File: config.mk
export PLATFORM = sky130hd
export DESIGN_NAME = quidditch_ball_controller_flat
export DESIGN_NICKNAME = d
export VERILOG_FILES = /design/src/rtl/quidditch_ball_controller_if.sv /design/src/rtl/quidditch_ball_controller.sv /design/src/flat_wrapper.sv
export SDC_FILE = /design/constraint.sdc
export NUM_CORES = 1
export LEC_CHECK = 0
export ABC_AREA = 0
export ABC_CLOCK_PERIOD_IN_PS = 4700
export CORE_ASPECT_RATIO = 1.4
export CORE_MARGIN = 2
export CORE_UTILIZATION = 50
export CTS_BUF_LIST = sky130_fd_sc_hd__clkbuf_4
export DETAILED_ROUTE_END_ITERATION = 6
export GPL_ROUTABILITY_DRIVEN = 0
export PLACE_DENSITY_LB_ADDON = 0.08
export SYNTH_ARGS = -nofsm -noshare
export SYNTH_HDL_FRONTEND = slang
export SYNTH_SLANG_ARGS = --single-unit
File: constraint.sdc
create_clock -name clk -period 4.7 [get_ports clk]
set_input_delay 0.705 -clock clk [delete_from_list [all_inputs] [get_ports clk]]
set_output_delay 0.705 -clock clk [all_outputs]
set_load 0.02 [all_outputs]
File: src/rtl/quidditch_ball_controller_if.sv
// Player-position inputs and ball/score outputs of quidditch_ball_controller.
// master drives player rows and observes the ball; slave is the controller.
interface quidditch_ball_controller_if;
  logic [9:0] team1_ver_position;
  logic [9:0] team2_ver_position;
  logic [9:0] ball_x;
  logic [9:0] ball_y;
  logic [3:0] team1_score;
  logic [3:0] team2_score;
  logic       goal_flash;
  logic       game_over;

  modport master (
    output team1_ver_position, team2_ver_position,
    input  ball_x, ball_y, team1_score, team2_score, goal_flash, game_over
  );

  modport slave (
    input  team1_ver_position, team2_ver_position,
    output ball_x, ball_y, team1_score, team2_score, goal_flash, game_over
  );
endinterface

File: src/rtl/quidditch_ball_controller.sv
// Quaffle controller: serve/play/goal/over sequencing, ball motion, scoring.
// Optional BALL_SPEEDUP_EN halves the move period on every 4th player hit.
module quidditch_ball_controller #(
  parameter int PLAYER_RADIUS           = 25,
  parameter int BALL_RADIUS             = 5,
  parameter int GOAL_RADIUS             = 40,
  parameter int GOAL_CENTER_Y           = 300,
  parameter int TEAM1_HOR_POS           = 300,
  parameter int TEAM2_HOR_POS           = 700,
  parameter int FIELD_MIN_X             = 20,
  parameter int FIELD_MAX_X             = 780,
  parameter int FIELD_MIN_Y             = 20,
  parameter int FIELD_MAX_Y             = 580,
  parameter int INITIAL_BALL_X          = 500,
  parameter int INITIAL_BALL_Y          = 300,
  parameter int BALL_MOVEMENT_FREQUENCY = 100000,
  parameter int SERVE_DELAY             = 64,
  parameter int GOAL_HOLD               = 128,
  parameter int WIN_SCORE               = 7
) (
  input  logic                          clk,
  input  logic                          rst,
  quidditch_ball_controller_if.slave    bus
);

  typedef enum logic [1:0] {S_SERVE, S_PLAY, S_GOAL, S_OVER} state_t;

  localparam int CNT_W = $clog2(BALL_MOVEMENT_FREQUENCY + 1);
  localparam int PH_W  = 16;

  localparam logic [9:0]  INIT_X    = 10'(INITIAL_BALL_X);
  localparam logic [9:0]  INIT_Y    = 10'(INITIAL_BALL_Y);
  localparam logic [9:0]  T1_HIT_X  = 10'(TEAM1_HOR_POS + PLAYER_RADIUS + BALL_RADIUS);
  localparam logic [9:0]  T2_HIT_X  = 10'(TEAM2_HOR_POS - PLAYER_RADIUS - BALL_RADIUS);
  localparam logic [10:0] HIT_ZONE  = 11'(PLAYER_RADIUS + BALL_RADIUS);
  localparam logic [10:0] GOAL_ZONE = 11'(GOAL_RADIUS);
  localparam logic [10:0] LIM_MAX_X = 11'(FIELD_MAX_X - BALL_RADIUS);
  localparam logic [10:0] LIM_MIN_X = 11'(FIELD_MIN_X + BALL_RADIUS);
  localparam logic [10:0] LIM_MAX_Y = 11'(FIELD_MAX_Y - BALL_RADIUS);
  localparam logic [10:0] LIM_MIN_Y = 11'(FIELD_MIN_Y + BALL_RADIUS);
  localparam logic [PH_W-1:0] SERVE_LAST = PH_W'(SERVE_DELAY - 1);
  localparam logic [PH_W-1:0] GOAL_LAST  = PH_W'(GOAL_HOLD - 1);
  localparam logic [3:0]  WIN = 4'(WIN_SCORE);

  function automatic logic [10:0] absdiff(input logic [9:0] a, input logic [9:0] b);
    logic signed [10:0] d;
    d = $signed({1'b0, a}) - $signed({1'b0, b});
    return d[10] ? 11'(-d) : 11'(d);
  endfunction

  state_t          r_state, w_state_nxt;
  logic [CNT_W-1:0] r_cnt;
  logic [PH_W-1:0] r_phase, w_phase_nxt;
  logic [9:0]      r_x, r_y, w_x_nxt, w_y_nxt;
  logic            r_dx_neg, r_dy_neg, w_dx_neg_nxt, w_dy_neg_nxt;
  logic            r_srv_dx_neg, w_srv_dx_neg_nxt;
  logic [3:0]      r_s1, r_s2, w_s1_nxt, w_s2_nxt;
  logic            r_goal_flash, r_game_over;
  logic            w_tick, w_t1_hit, w_t2_hit, w_in_goal;
  logic [10:0]     w_x_ext, w_y_ext;

  assign w_x_ext = {1'b0, r_x};
  assign w_y_ext = {1'b0, r_y};

  assign w_t1_hit  = r_dx_neg  && (r_x == T1_HIT_X) &&
                     (absdiff(r_y, bus.team1_ver_position) <= HIT_ZONE);
  assign w_t2_hit  = !r_dx_neg && (r_x == T2_HIT_X) &&
                     (absdiff(r_y, bus.team2_ver_position) <= HIT_ZONE);
  assign w_in_goal = absdiff(r_y, 10'(GOAL_CENTER_Y)) <= GOAL_ZONE;

`ifdef BALL_SPEEDUP_EN
  localparam logic [CNT_W-1:0] PERIOD_FULL = CNT_W'(BALL_MOVEMENT_FREQUENCY);
  localparam logic [CNT_W-1:0] PERIOD_MIN  =
    CNT_W'((BALL_MOVEMENT_FREQUENCY / 4 > 0) ? BALL_MOVEMENT_FREQUENCY / 4 : 1);

  logic [CNT_W-1:0] r_period, w_period_half;
  logic [1:0]       r_hits;
  logic             w_hit, w_serve_entry;

  // >= rather than == so a period shrink never strands the counter above the wrap point
  assign w_tick        = (r_state != S_OVER) && (r_cnt >= r_period - CNT_W'(1));
  assign w_hit         = w_tick && (r_state == S_PLAY) && (w_t1_hit || w_t2_hit);
  assign w_serve_entry = w_tick && (r_state == S_GOAL) && (w_state_nxt == S_SERVE);
  assign w_period_half = r_period >> 1;

  always_ff @(posedge clk or posedge rst) begin
    if (rst) begin
      r_period <= PERIOD_FULL;
      r_hits   <= '0;
    end else if (w_serve_entry) begin
      r_period <= PERIOD_FULL;
      r_hits   <= '0;
    end else if (w_hit) begin
      r_hits <= r_hits + 2'd1;
      if (r_hits == 2'd3)
        r_period <= (w_period_half < PERIOD_MIN) ? PERIOD_MIN : w_period_half;
    end
  end
`else
  assign w_tick = (r_state != S_OVER) && (r_cnt == CNT_W'(BALL_MOVEMENT_FREQUENCY - 1));
`endif

  always_comb begin
    w_state_nxt      = r_state;
    w_phase_nxt      = r_phase;
    w_x_nxt          = r_x;
    w_y_nxt          = r_y;
    w_dx_neg_nxt     = r_dx_neg;
    w_dy_neg_nxt     = r_dy_neg;
    w_srv_dx_neg_nxt = r_srv_dx_neg;
    w_s1_nxt         = r_s1;
    w_s2_nxt         = r_s2;
    if (w_tick) begin
      unique case (r_state)
        S_SERVE: begin
          if (r_phase == SERVE_LAST) begin
            w_phase_nxt = '0;
            w_state_nxt = S_PLAY;
          end else begin
            w_phase_nxt = r_phase + PH_W'(1);
          end
        end
        S_PLAY: begin
          if ((!r_dy_neg && (w_y_ext >= LIM_MAX_Y)) || (r_dy_neg && (w_y_ext <= LIM_MIN_Y)))
            w_dy_neg_nxt = !r_dy_neg;
          else
            w_y_nxt = r_dy_neg ? r_y - 10'd1 : r_y + 10'd1;

          if (w_t1_hit) begin
            w_dx_neg_nxt = 1'b0;
          end else if (w_t2_hit) begin
            w_dx_neg_nxt = 1'b1;
          end else if (!r_dx_neg && (w_x_ext >= LIM_MAX_X)) begin
            if (w_in_goal) begin
              w_s1_nxt         = r_s1 + 4'd1;
              w_srv_dx_neg_nxt = 1'b1;
              w_phase_nxt      = '0;
              w_state_nxt      = S_GOAL;
            end else begin
              w_dx_neg_nxt = 1'b1;
            end
          end else if (r_dx_neg && (w_x_ext <= LIM_MIN_X)) begin
            if (w_in_goal) begin
              w_s2_nxt         = r_s2 + 4'd1;
              w_srv_dx_neg_nxt = 1'b0;
              w_phase_nxt      = '0;
              w_state_nxt      = S_GOAL;
            end else begin
              w_dx_neg_nxt = 1'b0;
            end
          end else begin
            w_x_nxt = r_dx_neg ? r_x - 10'd1 : r_x + 10'd1;
          end
        end
        S_GOAL: begin
          if (r_phase == GOAL_LAST) begin
            w_phase_nxt = '0;
            if ((r_s1 == WIN) || (r_s2 == WIN)) begin
              w_state_nxt = S_OVER;
            end else begin
              w_x_nxt      = INIT_X;
              w_y_nxt      = INIT_Y;
              w_dy_neg_nxt = 1'b0;
              w_dx_neg_nxt = r_srv_dx_neg;
              w_state_nxt  = S_SERVE;
            end
          end else begin
            w_phase_nxt = r_phase + PH_W'(1);
          end
        end
        default: ;
      endcase
    end
  end

  always_ff @(posedge clk or posedge rst) begin
    if (rst) begin
      r_state      <= S_SERVE;
      r_cnt        <= '0;
      r_phase      <= '0;
      r_x          <= INIT_X;
      r_y          <= INIT_Y;
      r_dx_neg     <= 1'b0;
      r_dy_neg     <= 1'b0;
      r_srv_dx_neg <= 1'b0;
      r_s1         <= '0;
      r_s2         <= '0;
      r_goal_flash <= 1'b0;
      r_game_over  <= 1'b0;
    end else begin
      if (r_state != S_OVER)
        r_cnt <= w_tick ? '0 : r_cnt + CNT_W'(1);
      r_state      <= w_state_nxt;
      r_phase      <= w_phase_nxt;
      r_x          <= w_x_nxt;
      r_y          <= w_y_nxt;
      r_dx_neg     <= w_dx_neg_nxt;
      r_dy_neg     <= w_dy_neg_nxt;
      r_srv_dx_neg <= w_srv_dx_neg_nxt;
      r_s1         <= w_s1_nxt;
      r_s2         <= w_s2_nxt;
      r_goal_flash <= (w_state_nxt == S_GOAL);
      r_game_over  <= (w_state_nxt == S_OVER);
    end
  end

  assign bus.ball_x      = r_x;
  assign bus.ball_y      = r_y;
  assign bus.team1_score = r_s1;
  assign bus.team2_score = r_s2;
  assign bus.goal_flash  = r_goal_flash;
  assign bus.game_over   = r_game_over;

endmodule

File: src/flat_wrapper.sv
// flat-port wrapper written by rule: the top's interface ports become plain ports
module quidditch_ball_controller_flat 
#(
  parameter int PLAYER_RADIUS           = 25,
  parameter int BALL_RADIUS             = 5,
  parameter int GOAL_RADIUS             = 40,
  parameter int GOAL_CENTER_Y           = 300,
  parameter int TEAM1_HOR_POS           = 300,
  parameter int TEAM2_HOR_POS           = 700,
  parameter int FIELD_MIN_X             = 20,
  parameter int FIELD_MAX_X             = 780,
  parameter int FIELD_MIN_Y             = 20,
  parameter int FIELD_MAX_Y             = 580,
  parameter int INITIAL_BALL_X          = 500,
  parameter int INITIAL_BALL_Y          = 300,
  parameter int BALL_MOVEMENT_FREQUENCY = 100000,
  parameter int SERVE_DELAY             = 64,
  parameter int GOAL_HOLD               = 128,
  parameter int WIN_SCORE               = 7
)
  (clk, rst, bus_team1_ver_position, bus_team2_ver_position, bus_ball_x, bus_ball_y, bus_team1_score, bus_team2_score, bus_goal_flash, bus_game_over);
  quidditch_ball_controller_if bus_i ();
  input  logic clk;
  input  logic rst;
  input wire logic [$bits(bus_i.team1_ver_position)-1:0] bus_team1_ver_position;
  input wire logic [$bits(bus_i.team2_ver_position)-1:0] bus_team2_ver_position;
  output wire logic [$bits(bus_i.ball_x)-1:0] bus_ball_x;
  output wire logic [$bits(bus_i.ball_y)-1:0] bus_ball_y;
  output wire logic [$bits(bus_i.team1_score)-1:0] bus_team1_score;
  output wire logic [$bits(bus_i.team2_score)-1:0] bus_team2_score;
  output wire logic [$bits(bus_i.goal_flash)-1:0] bus_goal_flash;
  output wire logic [$bits(bus_i.game_over)-1:0] bus_game_over;
  assign bus_i.team1_ver_position = bus_team1_ver_position;
  assign bus_i.team2_ver_position = bus_team2_ver_position;
  assign bus_ball_x = bus_i.ball_x;
  assign bus_ball_y = bus_i.ball_y;
  assign bus_team1_score = bus_i.team1_score;
  assign bus_team2_score = bus_i.team2_score;
  assign bus_goal_flash = bus_i.goal_flash;
  assign bus_game_over = bus_i.game_over;
  quidditch_ball_controller #(.PLAYER_RADIUS(PLAYER_RADIUS), .BALL_RADIUS(BALL_RADIUS), .GOAL_RADIUS(GOAL_RADIUS), .GOAL_CENTER_Y(GOAL_CENTER_Y), .TEAM1_HOR_POS(TEAM1_HOR_POS), .TEAM2_HOR_POS(TEAM2_HOR_POS), .FIELD_MIN_X(FIELD_MIN_X), .FIELD_MAX_X(FIELD_MAX_X), .FIELD_MIN_Y(FIELD_MIN_Y), .FIELD_MAX_Y(FIELD_MAX_Y), .INITIAL_BALL_X(INITIAL_BALL_X), .INITIAL_BALL_Y(INITIAL_BALL_Y), .BALL_MOVEMENT_FREQUENCY(BALL_MOVEMENT_FREQUENCY), .SERVE_DELAY(SERVE_DELAY), .GOAL_HOLD(GOAL_HOLD), .WIN_SCORE(WIN_SCORE)) u_core (.clk(clk), .rst(rst), .bus(bus_i));
endmodule
* Word-level counts from Yosys, hierarchy flattened
Index checks and enable logic that the tools add are counted.
** Cells by class
- Add/subtract/negate cells :: 14
- Multiply operators :: 0
- Div/mod/pow operators :: 0
- Magnitude comparators :: 7
- Equality and inequality tests :: 23
- Shift operators :: 0
- Multiplexer cells :: 52
- Bitwise gates (word level) :: 3
- Reductions and logical operators :: 25
** Operators with widths (number)
- $mux W16 :: 7
- $mux W10 :: 11
- $pmux W16 S3 :: 1
- $pmux W10 S2 :: 2
- $mux W11 :: 3
- $neg A11 Y11 :: 3
- $le A11 B5 Y1 const B :: 2
- $sub A10 B10 Y11 :: 2
- $add A10 B1 Y10 const B :: 2
- $ge A10 B10 Y1 const B :: 2
- $le A10 B5 Y1 const B :: 2
- $sub A10 B1 Y10 const B :: 2
- $mux W2 :: 9
- $reduce_and A6 Y1 :: 3
- $add A17 B1 Y17 const B :: 1
- $eq A17 B17 Y1 const B :: 1
- $mux W17 :: 1
- $add A16 B1 Y16 const B :: 1
- $eq A16 B6 Y1 const B :: 1
- $eq A16 B7 Y1 const B :: 1
- $mux W1 :: 15
- $reduce_and A5 Y1 :: 3
- $ne A2 B2 Y1 const B :: 7
- $le A11 B6 Y1 const B :: 1
- other kinds (22) :: 41
** Word-level totals
- Flip-flop bits (word level) :: 68
- Latch bits :: 0
- Bits in writable memories :: 0
- ROM bits :: 0
- Bits of input ports :: 22
- Output and inout port bits :: 30
- Memories :: 0

* Longest topological paths before layout
- Depth in word-level cells :: 12
- Mapped depth :: 18
- Depth with buffers taken out :: 15

* Least setup slack after synthesis
Ideal clock, no wire load.
- Kind :: flip-flop to flip-flop
- From :: reg u_core.r_y[0], in the netlist u_core.bus.ball_y[0]
- To :: reg u_core.r_x[5], in the netlist u_core.bus.ball_x[5]
- Setup time :: 82 ps
- Data arrival time :: 4018 ps
- Data required time :: 4618 ps
- Path slack :: 600 ps
- Cell stages (with the launch flop) :: 16
- Path buffers :: 1
- Period minus slack after synthesis :: 4100 ps
- Cell sequence :: dfrtp_1 clkbuf_1 inv_1 ha_1 inv_1 fa_1 a21o_1 a221oi_4 or3b_1 and2_4 or3_4 a2111oi_4 o2111ai_2 a31oi_4 nor2_4 mux2_4
** Between the ends
- Word-level cells in the longest chain between the ends :: 7
- Elaborated cells between the ends (all ways) :: 13
** RTL lines
- start, declared :: RTL line quidditch_ball_controller.sv:54 : logic [9:0] r_x, r_y, w_x_nxt, w_y_nxt;
- start signal, assigned :: RTL line quidditch_ball_controller.sv:196 : r_y <= w_y_nxt;
- $sub A10 B10 Y11 :: RTL line quidditch_ball_controller.sv:47 : d = $signed({1'b0, a}) - $signed({1'b0, b});
- $neg A11 Y11 :: RTL line quidditch_ball_controller.sv:48 : return d[10] ? 11'(-d) : 11'(d);
- $mux W11 :: RTL line quidditch_ball_controller.sv:48
- $le A11 B5 Y1, on equally long branches :: RTL line quidditch_ball_controller.sv:66, quidditch_ball_controller.sv:68
- $logic_and A1 B1 Y1, on equally long branches :: RTL line quidditch_ball_controller.sv:65, quidditch_ball_controller.sv:67
- $ne A2 B2 Y1 (no line)
- $reduce_and A8 Y1 (no line) *
- end signal, assigned :: RTL line quidditch_ball_controller.sv:195 : r_x <= w_x_nxt;
- end, declared :: RTL line quidditch_ball_controller.sv:54
Mark *: on every way between the ends. The rest lies on a longest branch, timed or not.
A chain may end at the register's enable or synchronous reset.

* Final worst setup path
- From :: in bus_team1_ver_position[0]
- To :: reg u_core.r_x[1], in the netlist u_core.bus.ball_x[1]
** Between the ends
- Word-level cells in the longest chain between the ends :: 7
** RTL lines
- start, declared :: RTL line flat_wrapper.sv:25 : input wire logic [$bits(bus_i.team1_ver_position)-1:0] bus_team1_ver_position;
- $sub A10 B10 Y11 * :: RTL line quidditch_ball_controller.sv:47
- $neg A11 Y11 :: RTL line quidditch_ball_controller.sv:48
- $mux W11 * :: RTL line quidditch_ball_controller.sv:48
- $le A11 B5 Y1 * :: RTL line quidditch_ball_controller.sv:66 : (absdiff(r_y, bus.team1_ver_position) <= HIT_ZONE);
- $logic_and A1 B1 Y1 * :: RTL line quidditch_ball_controller.sv:65 : assign w_t1_hit = r_dx_neg && (r_x == T1_HIT_X) &&
- $ne A2 B2 Y1 (no line) *
- $reduce_and A8 Y1 (no line) *
Marked as above.

==> impl.org <==
** Run status
- Result of the run :: finished, final reports clean

** Floorplan
- The total area inside the core boundary comes to 12300 sq um.
- Die W :: 98.6 um
- Die H :: 136 um
- Boundary Pins :: 52
- The floorplan step defined a die boundary enclosing 13400 sq um.
- For this configuration, the core starts out at a cell density of 51.1%.
- The floorplan has 48 rows.

** Drt
- After detailed routing, the average wire length per cell comes to 15.8 um.
- The detailed router placed 5784 vias in this run.
- In the routed design, unresolved DRC markers number 0.
- Summed over all layers, the routed wires come to 15400 um.
- Number of detailed-routing iterations run before antenna repair :: 4
- In this run, the number of DRC markers left after iteration 0 of detailed routing was 241.
- Via count normalized by instance count :: 5.93
- Once detail routing completed, the nets flagged for antenna violations numbered 0.

** Synthesis
- Flip-flop cell with the highest count after synthesis :: dfrtp_1
- Synthesis produced a netlist with a net count of 831.
- In the synthesized netlist, the number of instances is 757.
- Post-synth EDFFs :: 0
- Counting flops and latches in the post-synthesis netlist gives 68.
- Part of the Yosys area used for sequential elements :: 27.4%
- Share of the synthesized area in the top cell type :: 23.2%
- Unique masters post-synth :: 84
- Async SR Flop Fraction :: 100%
- By area the synthesized netlist is led by dfrtp_1 23%, ha_1 9.6%, xnor2_1 5.6%, dfstp_2 4.2%, o21ai_0 4.1%.
- Cell area after synthesis :: 6260 sq um
- Cell type contributing the most total cell area after synthesis :: dfrtp_1
- A synthesized cell averages 8.27 sq um.
- Number of warnings issued by yosys :: 0

** Clock network
- Sinks on Clock Net :: 68
- Number of buffers added for setup after CTS :: 0
- TritonCTS built the clock tree.
- Buffers inserted to repair hold after CTS numbered 0.
- In this run the deepest clock path goes through 2 buffers.
- Post-CTS repair changed the size of 0 cells.
- Clock network latency to the later pin of the worst-skew pair :: 0.42 ns
- In this run the number of H-tree levels came out at 3.
- CTS root buf :: clkbuf_4
- Clock-pin slew on the worst setup and hold paths :: 0.11 ns
- Number of buffers created by CTS :: 9

** Finish
- Filler Cells Inserted :: 1182
- Fin nets :: 893
- Of the cells placed in the final design, the portion with a size suffix greater than 1 is 9.34%.
- Syn-to-layout area delta :: 14.0%

** Timing
- TNS Setup :: 0 ns
- Slew @ Worst Pin :: 1.17 ns
- Derived from the worst setup path, the maximum achievable clock frequency is 237 MHz.
- Fin. max-slew vios :: 0
- Once routing completed, OpenROAD measured the worst setup slack at 0.486 ns.
- Setup repair after global routing left no endpoint under its margin.
- Headroom to the max-slew limit came out at 21.7%.
- Setup violations remaining at the end of the flow were counted as 0.
- Period minus WS final :: 4.21 ns
- Across the routed clock network, the largest skew measured is 0.0117 ns.
- Dividing the final minimum period by the clock period gives 89.7%.
- The number of hold violations in the final report is 0.

** Global routing
- In the global route stage, overall resource usage came out at 23.3%.
- Largest net degree at the start of global routing :: 38
- Global-route wire length before repair :: 26000 um
- Global routing finished with a remaining overflow of 0.
- The via count of the first global-routing pass is 5729.
- Number of antenna violations at the first check in global routing :: 1

** Power and ir drop
- Worst ir drop on vdd :: 0.190 mV
- Power spread over the standard cell area amounts to 145 nW/um^2.
- Leakage power :: 3.08 nW

** Worst setup path
- The cell family contributing the most delay on the critical path is compound AO/OA/AOI/OAI gates.
- WP buf/inv :: 3
- Worst setup path class :: in2reg
- Across all register-to-register paths, the minimum setup slack is 0.68 ns.
- STA classifies the critical path endpoint as a register.
- Cell chain of the critical path :: clkdlybuf4s50_1 > ha_1 > inv_1 > fa_1 > a21o_1 > a221oi_4 > or3b_1 > and2_4 > or3_4 > a2111oi_4 > o2111ai_2 > a31oi_4 > buf_12 > o21ai_0 > o41ai_1
- In this design, the stage delay of the slowest critical-path cell is 0.46 ns.
- In this run the worst path has a maximum fanout of 14.
- Startpoint types :: input port
- STA puts the critical path data required time at 5.02 ns.
- Worst path slowest cell :: clkdlybuf4s50_1
- RR Endpoint :: u_core.bus.ball_x[1]
- Arrival time reported for the critical path endpoint :: 4.53 ns
- Counting cells, the worst reg-to-reg path comes to 15.
- Launch instance of the worst register-to-register path :: u_core.bus.ball_y[0]

** Min path
- The worst hold path begins at u_core.r_phase[15].
- Counting instances, the worst hold path has a depth of 1.
- The tightest min-delay check is of the reg2reg type.
- The path with the worst hold slack has its endpoint at u_core.r_phase[15].

** Placed design
- Detailed placement finished with a half-perimeter wire length of 11700 um.
- Number of buffers inserted by port buffering :: 51
- Worst slack after detailed placement :: 0.0530 ns

** Run
- Max-capacitance violation count :: 0
==> cell type report <==
cell class | instances | area [sq um] | share of cell area (%)
diodes | 1 | 2.50 | 0.0351
clock buffers | 10 | 75.1 | 1.05
clock inverters | 6 | 31.3 | 0.438
inverters | 50 | 188 | 2.63
multi-input cells | 618 | 4260 | 59.7
flip-flops and latches | 68 | 1710 | 24.0
well taps | 150 | 188 | 2.63
repair buffers | 72 | 681 | 9.53
==> worst max-delay path by stage <==
stage,startpoint,end,slack [ns],cells past startpoint
after global routing,bus_team2_ver_position[0],u_core.bus.ball_x[1],0.14,16
after detailed placement,bus_team1_ver_position[0],u_core.bus.ball_x[1],0.05,15
after global placement,bus_team1_ver_position[0],u_core.bus.ball_x[5],0.12,14
final,bus_team1_ver_position[0],u_core.bus.ball_x[1],0.49,15
after floorplan,u_core.bus.ball_y[0],u_core.bus.ball_x[5],0.60,15
after CTS,bus_team1_ver_position[0],u_core.bus.ball_x[1],0.51,15
==> metal layers <==
layer | GRT usage, % | share of wire (%) | vias to the layer above
li1 | - | - | 2877
met4 | 9.51 | 2.8 | 0
met3 | 2.98 | 2.6 | 34
met2 | 43.0 | 52 | 88
met5 | 0 | 0 | -
met1 | 26.9 | 42 | 2785
==> stage by stage <==
step	cells	instance area [sq um]	hold slack, ns	utilization, %	power [W]
after CTS	974	7140	0.504	58.3	0.00105
final	975	7140	0.504	58.3	0.00104
after global placement	958	7030	0.475	57.4	0.000720
after detailed placement	958	7030	0.487	57.4	0.000724
after floorplan	757	6260	0.456	-	0.000684
after global routing	975	7140	0.514	58.3	0.00108
==> kinds of logic after synthesis <==
kind of cell             share of synthesized area [%]
AND/OR/NAND/NOR                                   25.7
AO/OA/AOI/OAI                                     21.4
multiplexers                                      2.28
buffers and inverters                             4.58
adder cells (fa/ha/maj)                           10.9
flip-flops                                        27.4
XOR/XNOR                                          7.83
==> placed cells by master, fill, tap and decap left out, types with 8 or more instances in the layout <==
cell type and count:
nand2_1 67, nand4_1 16, o31ai_1 13, a21oi_1 40
inv_1 49, a21o_1 8, nor2b_1 14, xor2_1 16
dfstp_2 10, buf_4 20, nand2b_1 21, clkdlybuf4s50_1 51
nand3b_1 9, clkbuf_4 10, ha_1 48, nor3_1 17
o21ai_0 51, dfrtp_1 58, nor2_1 60, nand3_1 28
xnor2_1 40, and3_1 21
==> flip-flops by register name, summed over array words and instances, names as in the netlist, named ones only <==
name                    cells
u_core.r_dy_neg             1
u_core.r_cnt               17
u_core.r_phase             16
u_core.bus.team2_score      4
u_core.bus.ball_x          10
u_core.bus.game_over        1
u_core.bus.ball_y          10
u_core.r_state              1
u_core.r_dx_neg             1
u_core.bus.goal_flash       1
u_core.r_srv_dx_neg         1
u_core.bus.team1_score      4
==> worst register-to-register path: cells and delay by family (launching register included) <==
kind,cells,cell delay (ns)
compound gates,7,1.61
simple gates,3,0.96
fa+ha+maj,2,0.58
flops,1,0.41
buf+inv,3,0.35
==> power breakdown <==
group          internal [W]  switching (W)
registers          0.000585              0
logic             0.0000564      0.0000710
clock network      0.000109       0.000214
==> synthesized netlist by cell type, types with 17 or more instances <==
| library cell | n |
|---|---|
| nand3_1 | 28 |
| nor3_1 | 17 |
| clkbuf_1 | 17 |
| and3_1 | 21 |
| xnor2_1 | 40 |
| nor2_1 | 60 |
| inv_1 | 50 |
| dfrtp_1 | 58 |
| ha_1 | 48 |
| o21ai_0 | 51 |
| nand2b_1 | 21 |
| a21oi_1 | 40 |
| nand2_1 | 67 |
Note: power is estimated with default switching activity, not from simulation.
